===== config.mk =====
export PLATFORM = sky130hd
export DESIGN_NAME = tlc_sequencer_flat
export DESIGN_NICKNAME = d
export VERILOG_FILES = /design/src/rtl/tlc_pkg.sv /design/src/rtl/tlc_if.sv /design/src/rtl/tlc_sync.sv /design/src/rtl/tlc_sequencer.sv /design/src/flat_wrapper.sv
export SDC_FILE = /design/constraint.sdc
export NUM_CORES = 1
export LEC_CHECK = 0
export BUFFER_PORTS_ARGS = -buffer_cell sky130_fd_sc_hd__buf_4
export CAP_MARGIN = 15
export CORE_AREA = 2 2 39 41
export CTS_BUF_LIST = sky130_fd_sc_hd__clkbuf_8 sky130_fd_sc_hd__clkbuf_16
export CTS_CLUSTER_SIZE = 10
export DETAILED_ROUTE_END_ITERATION = 8
export DIE_AREA = 0 0 41 43
export MAX_ROUTING_LAYER = met4
export PLACE_DENSITY = 0.65
export SETUP_SLACK_MARGIN = 0.5
export SKIP_CTS_REPAIR_TIMING = 1
export SLEW_MARGIN = 15
export SYNTH_ARGS = -nofsm -noshare
export SYNTH_HDL_FRONTEND = slang
export SYNTH_SLANG_ARGS = --single-unit

===== constraint.sdc =====
create_clock -name clk -period 1.8 [get_ports clk]
set_clock_uncertainty 0.15 [all_clocks]
set_input_delay 0.09 -clock clk [delete_from_list [all_inputs] [get_ports clk]]
set_output_delay 0.09 -clock clk [all_outputs]
set_load 0.05 [all_outputs]

===== src/rtl/tlc_pkg.sv =====
// Traffic-light sequencer shared definitions: lamp encodings, FSM state
// type and lamp decode helpers. Optional feature macro: TLC_PED_WALK_EN
// (adds the pedestrian-walk state PW).
package tlc_pkg;

   typedef logic [1:0] lamp_t;

   localparam lamp_t GREEN  = 2'd0;
   localparam lamp_t YELLOW = 2'd1;
   localparam lamp_t RED    = 2'd2;

`ifdef TLC_PED_WALK_EN
   typedef enum logic [2:0] {
      HG = 3'd0,
      HY = 3'd1,
      FG = 3'd2,
      FY = 3'd3,
      PW = 3'd4
   } tlc_state_t;
`else
   typedef enum logic [2:0] {
      HG = 3'd0,
      HY = 3'd1,
      FG = 3'd2,
      FY = 3'd3
   } tlc_state_t;
`endif

   // Highway lamp for a state; anything unexpected shows RED.
   function automatic lamp_t hwy_lamp(tlc_state_t s);
      case (s)
         HG:      return GREEN;
         HY:      return YELLOW;
         default: return RED;
      endcase
   endfunction

   // Farm-road lamp for a state; anything unexpected shows RED.
   function automatic lamp_t farm_lamp(tlc_state_t s);
      case (s)
         FG:      return GREEN;
         FY:      return YELLOW;
         default: return RED;
      endcase
   endfunction

endpackage


===== src/rtl/tlc_if.sv =====
// Sequencer <-> environment signal bundle (sensors, interval timer, lamps).
// Optional feature macro: TLC_PED_WALK_EN (adds ped/walk).
//
// Timer handshake: st is a one-cycle restart pulse from the sequencer; the
// external timer restarts on it and raises ts (short) / tl (long) as levels
// afterwards. The sequencer treats ts/tl as stale while st is high.
interface tlc_if;
   import tlc_pkg::*;

   logic  car;
   logic  ts;
   logic  tl;
   logic  st;
   lamp_t hwy;
   lamp_t farm;
`ifdef TLC_PED_WALK_EN
   logic  ped;
   logic  walk;

   modport master (input car, ts, tl, ped, output st, hwy, farm, walk);
   modport slave  (output car, ts, tl, ped, input st, hwy, farm, walk);
`else
   modport master (input car, ts, tl, output st, hwy, farm);
   modport slave  (output car, ts, tl, input st, hwy, farm);
`endif

endinterface


===== src/rtl/tlc_sync.sv =====
// STAGES-deep synchroniser for one asynchronous level input, cleared by
// the asynchronous active-low reset.
module tlc_sync #(
   parameter int STAGES = 2
) (
   input  logic clk,
   input  logic rst_n,
   input  logic d,
   output logic q
);

   logic [STAGES-1:0] chain;

   // Shift the raw input through the flop chain.
   always_ff @(posedge clk or negedge rst_n) begin
      if (!rst_n) begin
         chain <= '0;
      end else begin
         chain <= {chain[STAGES-2:0], d};
      end
   end

   assign q = chain[STAGES-1];

endmodule


===== src/rtl/tlc_sequencer.sv =====
// Highway / farm-road traffic-light sequencer driven by an external
// interval timer. Optional feature macro: TLC_PED_WALK_EN (pedestrian
// request latch and all-red walk phase PW).
module tlc_sequencer
   import tlc_pkg::*;
#(
   parameter int SYNC_STAGES = 2
) (
   input  logic       clk,
   input  logic       rst_n,
   tlc_if.master      bus,
   output tlc_state_t state_dbg
);

   logic       car_s;
   tlc_state_t state_q;
   tlc_state_t state_d;
   logic       started_q;
   logic       st_q;
   lamp_t      hwy_q;
   lamp_t      farm_q;
   logic       timer_stale;

   tlc_sync #(.STAGES(SYNC_STAGES)) u_sync_car (
      .clk   (clk),
      .rst_n (rst_n),
      .d     (bus.car),
      .q     (car_s)
   );

`ifdef TLC_PED_WALK_EN
   logic ped_s;
   logic ped_req;
   logic walk_q;

   tlc_sync #(.STAGES(SYNC_STAGES)) u_sync_ped (
      .clk   (clk),
      .rst_n (rst_n),
      .d     (bus.ped),
      .q     (ped_s)
   );

   // Sticky pedestrian request; consumed when the walk phase ends.
   always_ff @(posedge clk or negedge rst_n) begin
      if (!rst_n) begin
         ped_req <= 1'b0;
      end else if (state_q == PW && state_d == HG) begin
         ped_req <= ped_s;
      end else if (ped_s) begin
         ped_req <= 1'b1;
      end
   end
`endif

   // Timer flags are meaningless in the restart cycle and before the very
   // first restart after reset.
   assign timer_stale = st_q | ~started_q;

   // Next-state decision; illegal encodings fall back to HG.
   always_comb begin
      state_d = state_q;
      case (state_q)
         HG: if (!timer_stale && car_s && bus.tl) state_d = HY;
`ifdef TLC_PED_WALK_EN
         HY: if (!timer_stale && bus.ts) state_d = (ped_req && !car_s) ? PW : FG;
`else
         HY: if (!timer_stale && bus.ts) state_d = FG;
`endif
         FG: if (!timer_stale && (!car_s || bus.tl)) state_d = FY;
`ifdef TLC_PED_WALK_EN
         FY: if (!timer_stale && bus.ts) state_d = ped_req ? PW : HG;
         PW: if (!timer_stale && bus.tl) state_d = HG;
`else
         FY: if (!timer_stale && bus.ts) state_d = HG;
`endif
         default: state_d = HG;
      endcase
   end

   // State, restart pulse and lamps all update on the same edge so the
   // lamps change in the cycle st is high.
   always_ff @(posedge clk or negedge rst_n) begin
      if (!rst_n) begin
         state_q   <= HG;
         started_q <= 1'b0;
         st_q      <= 1'b0;
         hwy_q     <= GREEN;
         farm_q    <= RED;
      end else begin
         state_q   <= state_d;
         started_q <= 1'b1;
         st_q      <= (state_d != state_q) || !started_q;
         hwy_q     <= hwy_lamp(state_d);
         farm_q    <= farm_lamp(state_d);
      end
   end

`ifdef TLC_PED_WALK_EN
   // Walk lamp is lit only in the all-red pedestrian phase.
   always_ff @(posedge clk or negedge rst_n) begin
      if (!rst_n) begin
         walk_q <= 1'b0;
      end else begin
         walk_q <= (state_d == PW);
      end
   end

   assign bus.walk = walk_q;
`endif

   assign bus.st    = st_q;
   assign bus.hwy   = hwy_q;
   assign bus.farm  = farm_q;
   assign state_dbg = state_q;

endmodule


===== src/flat_wrapper.sv =====
// flat-port wrapper written by rule: the top's interface ports become plain ports
module tlc_sequencer_flat import tlc_pkg::*;
#(
   parameter int SYNC_STAGES = 2
)
  (clk, rst_n, state_dbg, bus_car, bus_ts, bus_tl, bus_st, bus_hwy, bus_farm);
  tlc_if bus_i ();
  input  logic clk;
  input  logic rst_n;
  output tlc_state_t state_dbg;
  input wire logic [$bits(bus_i.car)-1:0] bus_car;
  input wire logic [$bits(bus_i.ts)-1:0] bus_ts;
  input wire logic [$bits(bus_i.tl)-1:0] bus_tl;
  output wire logic [$bits(bus_i.st)-1:0] bus_st;
  output wire logic [$bits(bus_i.hwy)-1:0] bus_hwy;
  output wire logic [$bits(bus_i.farm)-1:0] bus_farm;
  assign bus_i.car = bus_car;
  assign bus_i.ts = bus_ts;
  assign bus_i.tl = bus_tl;
  assign bus_st = bus_i.st;
  assign bus_hwy = bus_i.hwy;
  assign bus_farm = bus_i.farm;
  tlc_sequencer #(.SYNC_STAGES(SYNC_STAGES)) u_core (.clk(clk), .rst_n(rst_n), .bus(bus_i), .state_dbg(state_dbg));
endmodule

==> impl_metrics.py, run 1 <==
metrics = {
    "clocking": {
        "cts_buffers": 3,
        "cts_tree": "done",
        "worstSkewPairLatency_ns": 0.23,
        "cts_root_buffer": "clkbuf_8",
        "cts_sinks": 11,
        "clkTransAtPathRegs_ns": 0.05,
        "cts.htree.levels": 1,
        "max-clock-path-buffers": 2,
    },
    "cells_and_area": {
        "post-route-util_pct": 49.4,
        "area_growth_pct": 48.0,
        "seqCellArea_um2": 280,
        "layout-drive-gt1-share_pct": 50.9,
        "antenna_cells": 0,
        "fillCellCount": 127,
        "nNetsFinal": 61,
        "multi_input_area_um2": 198,
        "design_area_um2": 683,
    },
    "die": {
        "initial_core_util_pct": 33.4,
        "fp.coreArea_um2": 1380,
        "rows": 14,
        "die_w_um": 41,
        "die_y_um": 43,
        "ios": 13,
        "die-area_um2": 1760,
    },
    "timing": {
        "slew_viol_final": 0,
        "max_freq_mhz": 700,
        "setup_viol": 0,
        "period_share_pct": 79.4,
        "hold_viol_final": 0,
        "worst_slack_ns": 0.370,
        "final.setup.tns_ns": 0,
        "period_needed_ns": 1.43,
        "rsz0062_at_grt": "yes",
    },
    "power": {
        "total_power_uw": 548,
        "leakage_nw": 0.318,
        "ir_drop_mv": 0.761,
        "p_per_area_nw_per_um2": 802,
    },
    "worst_hold_path": {
        "hp-class": "input pin to flop",
    },
    "drt": {
        "via_count": 338,
        "wire_per_inst_um": 12.5,
        "drt-total-wl_um": 890,
        "drc": 0,
        "dr.pass1.iters": 4,
        "final_antenna_net_count": 0,
        "first_iter_violations": 1,
        "via_per_inst": 4.76,
    },
    "critical_path": {
        "critPathMaxFanout": 4,
        "crit_start": "u_core.bus.st",
        "r2r-start": "u_core.bus.st",
        "cp.arrival_ns": 1.42,
        "path_class": "flop to flop",
        "start_kind": "flop",
        "cp-end-kind": "flop",
        "worstRegToRegCells": 2,
        "worstPathRequired_ns": 1.79,
        "endpoint": "u_core.bus.farm[0]",
        "reg2reg_setup_slack_ns": 0.37,
        "r2r-end": "u_core.bus.farm[0]",
    },
    "logic_synthesis": {
        "syn_inst": 34,
        "yosys-top-cells-area": "dfrtp_1, dfstp_2, mux2_1, nand3b_1, mux2i_1",
        "syn_nets": 39,
        "ys_seq_elements": 11,
        "syn_avg_cell_area_um2": 13.6,
        "synth_warnings": 0,
        "ys_types": 19,
        "synth_top_area_share_pct": 54.2,
        "seq_area_frac_synth_pct": 59.9,
        "syn-cell-area_um2": 462,
        "yosysTopAreaCell": "dfrtp_1",
    },
    "global_routing": {
        "grt_pass1_wl_um": 1410,
        "grt_max_degree": 12,
        "grt_use_total_pct": 13.3,
        "grt_pass1_vias": 306,
        "grt_overflow": 0,
        "antenna_found_initial": 0,
    },
    "place": {
        "placement.cell_area_um2": 584,
        "io_buffers": 12,
        "routabilityCongestion": 0.816,
        "pre_cts_ws_ns": 0.379,
    },
    "job": {
        "drv_cap": 0,
    },
    "run_status": {
        "status": "finished, final reports clean",
    },
}
## sequential cells by signal, indices dropped and copies added, names as in the netlist
name and cells:
u_core.u_sync_car.chain 2, u_core.started_q 1, u_core.bus.st 1, u_core.bus.farm 2
u_core.state_dbg 3, u_core.bus.hwy 2
## cell usage in the layout (no fill, tap or decap)
| cell | synthesis | layout |
|---|---|---|
| o211ai_1 | 1 | 1 |
| or2_0 | 1 | 1 |
| mux2i_1 | 2 | 2 |
| dfstp_2 | 1 | 1 |
| dfrtp_1 | 10 | 7 |
| and4b_2 | 0 | 1 |
| buf_6 | 0 | 1 |
| nor2_1 | 1 | 1 |
| o22ai_1 | 1 | 1 |
| dlygate4sd3_1 | 0 | 2 |
| and3b_1 | 1 | 1 |
| mux2_4 | 0 | 2 |
| nor2b_1 | 1 | 1 |
| dfrtp_2 | 0 | 3 |
| inv_1 | 1 | 2 |
| conb_1 | 2 | 2 |
| nand3b_1 | 3 | 3 |
| or4b_4 | 1 | 1 |
| nand2b_1 | 1 | 1 |
| clkbuf_8 | 0 | 3 |
| and2b_1 | 2 | 2 |
| buf_4 | 0 | 14 |
| o32ai_2 | 1 | 2 |
## cell type report
cell class | instances | share of cell area (%)
multi-input cells | 22 | 28.9
inverters | 1 | 0.549
flip-flops and latches | 11 | 41.0
well taps | 16 | 2.93
clock buffers | 3 | 6.04
clock inverters | 1 | 0.549
repair buffers | 17 | 20.0
## power breakdown
part	switching (mW)	total (mW)	internal, mW
clock network	0.0842	0.233	0.149
registers	0.00637	0.262	0.256
logic	0.0285	0.0523	0.0239
total	0.119	0.548	0.429
## cell families after synthesis
family	Yosys count	synth area share, %
AO/OA/AOI/OAI	4	8.40
buffers and inverters	1	0.812
flip-flops	11	59.9
multiplexers	4	9.21
other	2	1.63
AND/OR/NAND/NOR	12	20.1
## critical path, stage by stage (launching register included)
cell	delay, ns
dfrtp_2	0.42
or4b_4	0.57
o32ai_2	0.20
## stage by stage
stage                     cells  hold slack [ns]
after floorplan              34           -0.356
after global placement       62           -0.221
final                        71          0.00267
after global routing         71           0.0160
after detailed placement     62           -0.220
after CTS                    66           -0.476
## layer usage
layer / vias up / global-route usage [%] / share of wire [%]
met3: 5 / 7.85 / 8.9
met5: - / - / 0
met2: 14 / 16.9 / 49
met1: 158 / 14.8 / 40
li1: 161 / - / -
met4: 0 / 10.0 / 2.6
## worst min-delay path by stage
stage	start	to	slack, ns	depth (start not counted)
floorplan	rst_n	u_core.bus.farm[0]	-0.36	0
global placement	rst_n	u_core.bus.hwy[0]	-0.22	1
detailed placement	rst_n	u_core.bus.hwy[0]	-0.22	1
CTS	rst_n	u_core.bus.hwy[0]	-0.48	1
global route	bus_ts	u_core.bus.st	0.02	3
finish	bus_ts	u_core.bus.st	0.003	3
## Yosys cell counts
| library cell | instances |
|---|---|
| and2b_1 | 2 |
| and3b_1 | 1 |
| and4b_1 | 1 |
| conb_1 | 2 |
| dfrtp_1 | 10 |
| dfstp_2 | 1 |
| inv_1 | 1 |
| mux2_1 | 2 |
| mux2i_1 | 2 |
| nand2b_1 | 1 |
| nand3b_1 | 3 |
| nor2_1 | 1 |
| nor2b_1 | 1 |
| o211ai_1 | 1 |
| o22ai_1 | 1 |
| o32ai_1 | 1 |
| o32ai_2 | 1 |
| or2_0 | 1 |
| or4b_4 | 1 |
Note: power is estimated with default switching activity, not from simulation.
==> run 2: changes to the inputs <==
PLACE_DENSITY = 0.67   (was 0.65)
clock period = 1.2 ns   (was 1.8 ns; I/O delays follow)
==> run 2 against run 1 <==
Net effect: the flow now finishes with violations (hold timing, setup timing); global-route usage is 1.4 points lower; critical path type unchanged; sequential cell count did not move; combinational power up 76%; via count is 1.8% higher; first-iteration DRC count stayed put; fmax rose by 2.1%; count of clock-buffer cells in the layout unchanged; routed wire length up 0.67%; critical path depth did not move; clock power grew 53%; sequential power up 49%; die area did not move.
==> impl_metrics.py, run 2 (synthesis results as in run 1) <==
metrics = {
    "run_status": {
        "status": "finished with violations",
        "violations": "hold timing, setup timing",
    },
    "cells_and_area": {
        "mostFrequentLayoutCells": "buf_4, buf_8, dfrtp_2, buf_6, dfrtp_1",
        "layout-drive-gt1-share_pct": 58.6,
        "nNetsFinal": 64,
        "seqCellArea_um2": 284,
        "layout.cells.non_filler": 74,
        "antenna_cells": 0,
        "multi_input_area_um2": 190,
        "largest_reg_flops": 3,
        "post-route-util_pct": 55.4,
        "area_growth_pct": 66.1,
        "fillCellCount": 126,
        "design_area_um2": 767,
    },
    "die": {
        "initial_core_util_pct": 33.4,
        "rows": 14,
        "die-area_um2": 1760,
        "die_w_um": 41,
        "die_y_um": 43,
        "ios": 13,
        "fp.coreArea_um2": 1380,
    },
    "critical_path": {
        "crit_chain": "or4b_4 -> o32ai_2",
        "cpMaxStageDelayCell": "or4b_4",
        "path_class": "flop to flop",
        "cp_num_buf_inv": 0,
        "crit_family": "simple AND/OR/NAND/NOR gates",
        "worstPathRequired_ns": 1.19,
        "cp.arrival_ns": 1.39,
        "reg2reg_setup_slack_ns": -0.20,
        "critPathMaxFanout": 4,
        "start_kind": "flop",
        "cp-end-kind": "flop",
        "slowest_delay_ns": 0.54,
    },
    "drt": {
        "wl_met2_um": 510,
        "final_antenna_net_count": 0,
        "via_per_inst": 4.65,
        "via_count": 344,
        "top_layer": "met4",
        "wl_met3_um": 35,
        "wire_per_inst_um": 12.1,
        "first_iter_violations": 1,
        "met1_length_um": 342,
        "dr.pass1.iters": 2,
        "drt-total-wl_um": 896,
        "drc": 0,
    },
    "clocking": {
        "cts_buffers": 3,
        "worstSkewPairLatency_ns": 0.23,
        "cts_sinks": 11,
        "cts_root_buffer": "clkbuf_8",
        "cts_tree": "done",
        "cts.htree.levels": 1,
        "max-clock-path-buffers": 2,
        "clkTransAtPathRegs_ns": 0.05,
    },
    "global_routing": {
        "grt_use_total_pct": 12.0,
        "grt_overflow": 0,
        "grt_pass1_wl_um": 1350,
        "grt_max_degree": 12,
        "grt_pass1_vias": 332,
        "antenna_found_initial": 0,
    },
    "place": {
        "io_buffers": 12,
        "dpl.cell_count": 68,
        "routabilityCongestion": 0.727,
        "dp_hpwl_um": 673,
        "placement.cell_area_um2": 633,
        "pre_cts_ws_ns": -0.196,
    },
    "power": {
        "p_per_area_nw_per_um2": 1090,
        "leakage_nw": 0.347,
        "total_power_uw": 840,
        "ir_drop_mv": 0.648,
    },
    "timing": {
        "rsz0062_at_grt": "yes",
        "worst_slack_ns": -0.200,
        "period_needed_ns": 1.40,
        "period_share_pct": 117,
        "hold_ws_ns": -0.220,
        "final.setup.tns_ns": -0.707,
        "hold_viol_final": 3,
        "max_freq_mhz": 714,
        "setup_viol": 6,
        "slew_viol_final": 0,
    },
    "job": {
        "drv_cap": 0,
    },
    "worst_hold_path": {
        "hp-class": "input pin to flop",
    },
}
run 2: cell types whose count changed in the layout (fill, tap and decap cells not counted), sizes merged:
cell	delta
buf	+4
dlygate4sd3	-1
run 2: path summary, 6_finish.rpt:
kind / cells past startpoint / end / start
setup reg to reg: 2 / u_core.bus.farm[0] / u_core.state_dbg[0]
hold / removal: 1 / u_core.u_sync_car.chain[0] / bus_car
max in group asynchronous: 2 / u_core.bus.farm[1] / rst_n
setup / recovery: 2 / u_core.bus.farm[0] / u_core.state_dbg[0]
min in group asynchronous: 2 / u_core.bus.hwy[1] / rst_n
hold reg to reg: 0 / u_core.u_sync_car.chain[1] / u_core.u_sync_car.chain[0]
run 2: area by class of cell:
class	instances	area share [%]
Clock buffer	3	5.38
Clock inverter	1	0.489
Inverter	1	0.489
Multi-Input combinational cell	22	24.8
Sequential cell	11	37.0
Tap cell	16	2.61
Timing Repair Buffer	20	29.2
run 2: power by group:
group	internal (mW)	switching, mW
clock network	0.224	0.133
logic	0.0458	0.0461
registers	0.383	0.00755
run 2: routing by layer:
layer | vias up | global-route usage, %
li1 | 168 | -
met1 | 166 | 13.4
met2 | 8 | 17.8
met3 | 2 | 4.71
met4 | 0 | 6.00
met5 | - | -
